`src/rtl/gcd_lcm_stein.sv`:
```
// gcd_lcm_stein: handshaked GCD (binary/Stein reduction) with optional LCM
// (restoring division of A by the GCD, then one multiply by B).
// Optional feature macro: GCD_LCM_LCM_EN enables the DIV state, the a0/b0
// operand copies, the divider, the multiplier and the lcm_out port.
module gcd_lcm_stein #(
  parameter int unsigned DATAWIDTH = 8,
  localparam int unsigned CNTW = $clog2(DATAWIDTH + 1)
) (
  input  logic                   clk,
  input  logic                   rstn,
  input  logic                   in_valid,
  output logic                   in_ready,
  input  logic [DATAWIDTH-1:0]   A,
  input  logic [DATAWIDTH-1:0]   B,
  output logic                   out_valid,
  input  logic                   out_ready,
  output logic [DATAWIDTH-1:0]   gcd_out
`ifdef GCD_LCM_LCM_EN
  ,
  output logic [2*DATAWIDTH-1:0] lcm_out
`endif
);

  localparam int unsigned W = DATAWIDTH;

  typedef enum logic [2:0] {
    S_IDLE   = 3'd0,
    S_SHIFT  = 3'd1,
    S_REDUCE = 3'd2,
`ifdef GCD_LCM_LCM_EN
    S_DIV    = 3'd3,
`endif
    S_OUT    = 3'd4
  } state_t;

  state_t r_state;
  state_t w_next_state;

  logic [W-1:0]    r_a;
  logic [W-1:0]    r_b;
  logic [CNTW-1:0] r_k;
  logic [W-1:0]    r_gcd;
  logic            r_out_valid;
  logic            r_in_ready;

  logic w_accept;
  logic w_zero_op;

  assign w_accept  = in_valid && r_in_ready;
  assign w_zero_op = (A == '0) || (B == '0);

`ifdef GCD_LCM_LCM_EN
  logic [W-1:0]     r_a0;
  logic [W-1:0]     r_b0;
  logic [W-1:0]     r_g;
  logic [W:0]       r_rem;
  logic [W-1:0]     r_q;
  logic [CNTW-1:0]  r_cnt;
  logic [2*W-1:0]   r_lcm;

  logic [W+1:0]     w_shift;
  logic [W+1:0]     w_diff;
  logic             w_borrow;
  logic [W:0]       w_rem_nxt;
  logic [W-1:0]     w_q_nxt;
  logic [2*W-1:0]   w_prod;
  logic             w_div_last;

  // One restoring-division step: shift in the next dividend bit, trial-subtract g
  assign w_shift    = {r_rem, r_q[W-1]};
  assign w_diff     = w_shift - (W+2)'(r_g);
  assign w_borrow   = w_diff[W+1];
  assign w_rem_nxt  = w_borrow ? w_shift[W:0] : w_diff[W:0];
  assign w_q_nxt    = {r_q[W-2:0], ~w_borrow};
  assign w_prod     = (2*W)'(w_q_nxt) * (2*W)'(r_b0);
  assign w_div_last = (r_cnt == CNTW'(W - 1));

  assign lcm_out = r_lcm;
`endif

  assign in_ready  = r_in_ready;
  assign out_valid = r_out_valid;
  assign gcd_out   = r_gcd;

  // State register
  always_ff @(posedge clk or negedge rstn) begin
    if (!rstn) r_state <= S_IDLE;
    else       r_state <= w_next_state;
  end

  // Next-state logic
  always_comb begin
    w_next_state = r_state;
    case (r_state)
      S_IDLE: begin
        if (w_accept) w_next_state = w_zero_op ? S_OUT : S_SHIFT;
      end
      S_SHIFT: begin
        if (r_a[0] || r_b[0]) w_next_state = S_REDUCE;
      end
      S_REDUCE: begin
`ifdef GCD_LCM_LCM_EN
        if (r_a == r_b) w_next_state = S_DIV;
`else
        if (r_a == r_b) w_next_state = S_OUT;
`endif
      end
`ifdef GCD_LCM_LCM_EN
      S_DIV: begin
        if (w_div_last) w_next_state = S_OUT;
      end
`endif
      S_OUT: begin
        if (out_ready) w_next_state = S_IDLE;
      end
      default: w_next_state = S_IDLE;
    endcase
  end

  // Handshake flags track the state being entered
  always_ff @(posedge clk or negedge rstn) begin
    if (!rstn) begin
      r_in_ready  <= 1'b0;
      r_out_valid <= 1'b0;
    end else begin
      r_in_ready  <= (w_next_state == S_IDLE);
      r_out_valid <= (w_next_state == S_OUT);
    end
  end

  // Stein reduction datapath and result capture
  always_ff @(posedge clk or negedge rstn) begin
    if (!rstn) begin
      r_a   <= '0;
      r_b   <= '0;
      r_k   <= '0;
      r_gcd <= '0;
`ifdef GCD_LCM_LCM_EN
      r_a0  <= '0;
      r_b0  <= '0;
      r_g   <= '0;
      r_rem <= '0;
      r_q   <= '0;
      r_cnt <= '0;
      r_lcm <= '0;
`endif
    end else begin
      case (r_state)
        S_IDLE: begin
          if (w_accept) begin
            r_a <= A;
            r_b <= B;
            r_k <= '0;
`ifdef GCD_LCM_LCM_EN
            r_a0 <= A;
            r_b0 <= B;
`endif
            if (w_zero_op) begin
              r_gcd <= A | B;
`ifdef GCD_LCM_LCM_EN
              r_lcm <= '0;
`endif
            end
          end
        end
        S_SHIFT: begin
          if (!r_a[0] && !r_b[0]) begin
            r_a <= r_a >> 1;
            r_b <= r_b >> 1;
            r_k <= r_k + CNTW'(1);
          end
        end
        S_REDUCE: begin
          if (r_a == r_b) begin
`ifdef GCD_LCM_LCM_EN
            r_g   <= r_a << r_k;
            r_rem <= '0;
            r_q   <= r_a0;
            r_cnt <= '0;
`else
            r_gcd <= r_a << r_k;
`endif
          end else if (!r_a[0]) begin
            r_a <= r_a >> 1;
          end else if (!r_b[0]) begin
            r_b <= r_b >> 1;
          end else if (r_a > r_b) begin
            r_a <= (r_a - r_b) >> 1;
          end else begin
            r_b <= (r_b - r_a) >> 1;
          end
        end
`ifdef GCD_LCM_LCM_EN
        S_DIV: begin
          r_rem <= w_rem_nxt;
          r_q   <= w_q_nxt;
          r_cnt <= r_cnt + CNTW'(1);
          if (w_div_last) begin
            r_gcd <= r_g;
            r_lcm <= w_prod;
          end
        end
`endif
        default: ;
      endcase
    end
  end

endmodule

```
`config.mk`:
```
export PLATFORM = sky130hd
export DESIGN_NAME = gcd_lcm_stein
export DESIGN_NICKNAME = d
export VERILOG_FILES = /design/src/rtl/gcd_lcm_stein.sv
export SDC_FILE = /design/constraint.sdc
export NUM_CORES = 1
export LEC_CHECK = 0
export ABC_CLOCK_PERIOD_IN_PS = 2500
export CAP_MARGIN = 20
export CORE_MARGIN = 10
export CORE_UTILIZATION = 53
export DETAILED_ROUTE_END_ITERATION = 8
export GPL_ROUTABILITY_DRIVEN = 0
export HOLD_SLACK_MARGIN = 0.05
export PLACE_DENSITY_LB_ADDON = 0.15
export SLEW_MARGIN = 20
export SYNTH_ARGS = -nofsm -noshare
export SYNTH_HDL_FRONTEND = slang
export SYNTH_SLANG_ARGS = --single-unit
```
`constraint.sdc`:
```
create_clock -name clk -period 2.5 [get_ports clk]
set_input_delay 0.375 -clock clk [delete_from_list [all_inputs] [get_ports clk]]
set_output_delay 0.375 -clock clk [all_outputs]
set_load 0.03 [all_outputs]
```
==> results.sh <==
export IMPL_status="completed"
export IMPL_fin_skew_ns=0.01236
export IMPL_viasPerCell=6.226
export IMPL_syn_area_um2=3070
export IMPL_slowest_stage="dfrtp_1"
export IMPL_synth_area_top_cells="dfrtp_1 27%, ha_1 7.3%, a21oi_1 4.7%, o21ai_0 4.7%, nand2_1 3.7%"
export IMPL_yosys_warnings=0
export IMPL_critPathMaxStageDelay_ns=0.36
export IMPL_grt_pass1_vias=2937
export IMPL_power_per_cell_area_nw_per_um2=1591
export IMPL_synth_fa_ha_area_share_pct=8.639
export IMPL_critical_path_buf_inv_count=2
export IMPL_clk_pin_slew_worst_paths_ns=0.08
export IMPL_setup_ws_ns=0.09650
export IMPL_r2r_start="r_a[0]$_DFFE_PN0P_"
export IMPL_startpoint="r_a[0]$_DFFE_PN0P_"
export IMPL_finalCriticalPeriod_ns=2.404
export IMPL_cts_made_buffers=5
export IMPL_wirelength_um=8922
export IMPL_area_growth_pct=21.68
export IMPL_whs_ns=0.4872
export IMPL_place_hpwl_um=6993
export IMPL_drv_cap=0
export IMPL_grt_usage_pct=20.23
export IMPL_ctsRootBufferMaster="clkbuf_8"
export IMPL_cts_tree="yes"
export IMPL_htree_levels=2
export IMPL_critPathTopFamily="compound AO/OA/AOI/OAI gates"
export IMPL_antenna_found_initial=0
export IMPL_synth_top_area_cell="dfrtp_1"
export IMPL_synthMuxAreaShare_pct=6.764
export IMPL_rsz0062_at_grt="false"
export IMPL_critPathLaunchType="register"
export IMPL_yosys_register_bits=33
export IMPL_syn_area_per_cell_um2=8.482
export IMPL_io_pins=30
export IMPL_drt_iter0_drc=291
export IMPL_fp_dieW_um=96.12
export IMPL_ir_drop_v=0.0009987
export IMPL_antenna_cells=0
export IMPL_worst_pin_slew_ns=0.5568
export IMPL_path_class="reg2reg"
export IMPL_wl_per_cell_um=18.51
export IMPL_route_vias_total=3001
export IMPL_async_reset_ff_share_pct=100.0
export IMPL_crit_path_end_kind="register"
export IMPL_dr_pass1_iters=7
export IMPL_crit_path_cell_trace="inv_2 > ha_1 > fa_2 > nand2b_4 > a211oi_4 > o311ai_4 > buf_4 > a221o_1"
export IMPL_synth_top_family_by_area="compound AO/OA/AOI/OAI gates"
export IMPL_layout_common_cells="33 x dfrtp_1, 33 x buf_4, 30 x nand2_1"
export IMPL_grt_max_degree=34
export IMPL_slew_viol_final=0
export IMPL_start_util_pct=55.08
export IMPL_slew_limit_headroom_pct=62.53
export IMPL_power_leakage_uw=0.001604
export IMPL_post_place_ws_ns=0.03032
export IMPL_clkSinkCount=33
export IMPL_synthesis_nets=402
export IMPL_yosysTopAreaCellShare_pct=26.89
export IMPL_synth_seq_area_share_pct=26.89
export IMPL_period_share_pct=96.14
export IMPL_synthDistinctLibCells=63
export IMPL_synth_xor_area_share_pct=2.852
export IMPL_clockBufferDepth=2
export IMPL_hold_path_class="in2async"
export IMPL_nets=449
export IMPL_die_h_um=96.12
export IMPL_finalSetupTns_ns=0
export IMPL_clk_latency_ns=0.30
export IMPL_synthCells=362
export IMPL_rows=27
export IMPL_max_freq_mhz=416.1
export IMPL_postRouteAntennaNets=0
export IMPL_path_max_fanout=12
export IMPL_drive_gt1_share_pct=16.59
export IMPL_synthSimpleGateAreaFrac_pct=16.22
export IMPL_cp_data_required_time_ns=2.68
export IMPL_hold_viol_final=0
export IMPL_synth_edf_count=0
export IMPL_synth_compound_gate_area_share_pct=31.50
export IMPL_cp_data_arrival_time_ns=2.58
export IMPL_core_um2=5574
export IMPL_die_area_um2=9238
export IMPL_io_buffers=29
export IMPL_post_route_drc_count=0
export IMPL_synth_ff_type="dfrtp_1"
export IMPL_grt_overflow=0
export IMPL_grt_pass1_wl_um=14810
export IMPL_setup_violations=0
export IMPL_r2r_slack_ns=0.1
export IMPL_nFillCells=489
==> synthesized netlist by cell type, types with 3 or more instances <==
| cell | n |
|---|---|
| inv_2 | 3 |
| o21ai_0 | 29 |
| a221oi_1 | 7 |
| a21oi_1 | 29 |
| a311oi_1 | 3 |
| o21a_1 | 8 |
| a22oi_1 | 11 |
| a31oi_1 | 4 |
| xnor2_1 | 5 |
| o22ai_1 | 3 |
| nand2b_1 | 6 |
| o41ai_1 | 3 |
| a22o_1 | 3 |
| mux2_2 | 9 |
| nor2b_1 | 3 |
| a211oi_1 | 3 |
| clkbuf_1 | 7 |
| mux2_1 | 3 |
| o31ai_1 | 3 |
| nand2_1 | 30 |
| inv_1 | 21 |
| dfrtp_1 | 33 |
| nor2_1 | 23 |
| a21o_1 | 8 |
| buf_2 | 10 |
| ha_1 | 18 |
| mux2i_1 | 5 |
| nand3_1 | 6 |
| buf_6 | 3 |
| nor4_1 | 6 |
| a221o_1 | 4 |
| nor3_1 | 8 |
| xor2_1 | 5 |
==> state kept, by name, summed over array words and instances, names as in the netlist <==
register and flops:
gcd_out 8, in_ready 1, out_valid 1, r_a 8, r_b 8, r_k 4
r_state 3
==> logic make-up (layout without fill, tap and decap cells) <==
kind of cell	Yosys count	in the layout
mux	18	18
fa+ha+maj	20	20
simple gates	96	96
flops	33	33
xor+xnor	10	10
compound gates	138	138
buf+inv	47	95
==> what timing repair did <==
item / 4_1_cts / 5_1_grt
gates resized for setup: 0 / 7
setup buffers: 0 / 2
hold buffers: 0 / 0
setup endpoints to repair: 0 / 15
==> where the power goes <==
| group | internal (uW) | switching [uW] | leakage [uW] |
|---|---|---|---|
| registers | 745 | 203 | 0.000383 |
| clock network | 324 | 225 | 0.0000574 |
| logic | 1950 | 2500 | 0.00116 |
==> final timing paths <==
check | end | depth (start not counted)
worst max-delay path | r_a[6]$_DFFE_PN0P_ | 8
worst min-delay path | r_state[2]$_DFF_PN0_ | 2
worst max register to register | r_a[6]$_DFFE_PN0P_ | 8
worst min register to register | gcd_out[4]$_DFFE_PN0P_ | 2
max in group asynchronous | r_a[7]$_DFFE_PN0P_ | 2
min in group clk | gcd_out[4]$_DFFE_PN0P_ | 2
==> worst register-to-register path, stage by stage, from the launching register on <==
cell and delay, ns:
dfrtp_1 0.36, inv_2 0.04, ha_1 0.22, fa_2 0.36
nand2b_4 0.17, a211oi_4 0.35, o311ai_4 0.23, buf_4 0.20
a221o_1 0.34
==> area by class of cell <==
type | count | area, um^2 | area share (%)
clock inverters | 2 | 37.54 | 1.005
well taps | 72 | 90.09 | 2.411
clock buffers | 6 | 82.58 | 2.210
multi-input cells | 282 | 2052 | 54.92
flip-flops and latches | 33 | 825.8 | 22.10
repair buffers | 63 | 558.0 | 14.94
inverters | 24 | 90.09 | 2.411
==> layer usage <==
metal  global-route usage, %  part of all wire [%]  vias to the layer above
li1                        -                     -                     1439
met1                   26.52                    43                     1410
met2                   33.07                    48                      134
met3                   3.424                   7.2                       18
met4                   6.388                   1.9                        0
met5                       0                     0                        -
==> per-stage QoR <==
step	total power (uW)	utilization (%)	std cells	cell area (um^2)
floorplan	3973	-	362	3070
global placement	5108	64.13	472	3575
CTS	5759	66.29	480	3695
global route	6441	67.03	482	3736
finish	5943	67.03	482	3736
detailed placement	5198	64.13	472	3575
(Power assumes the default switching activity.)
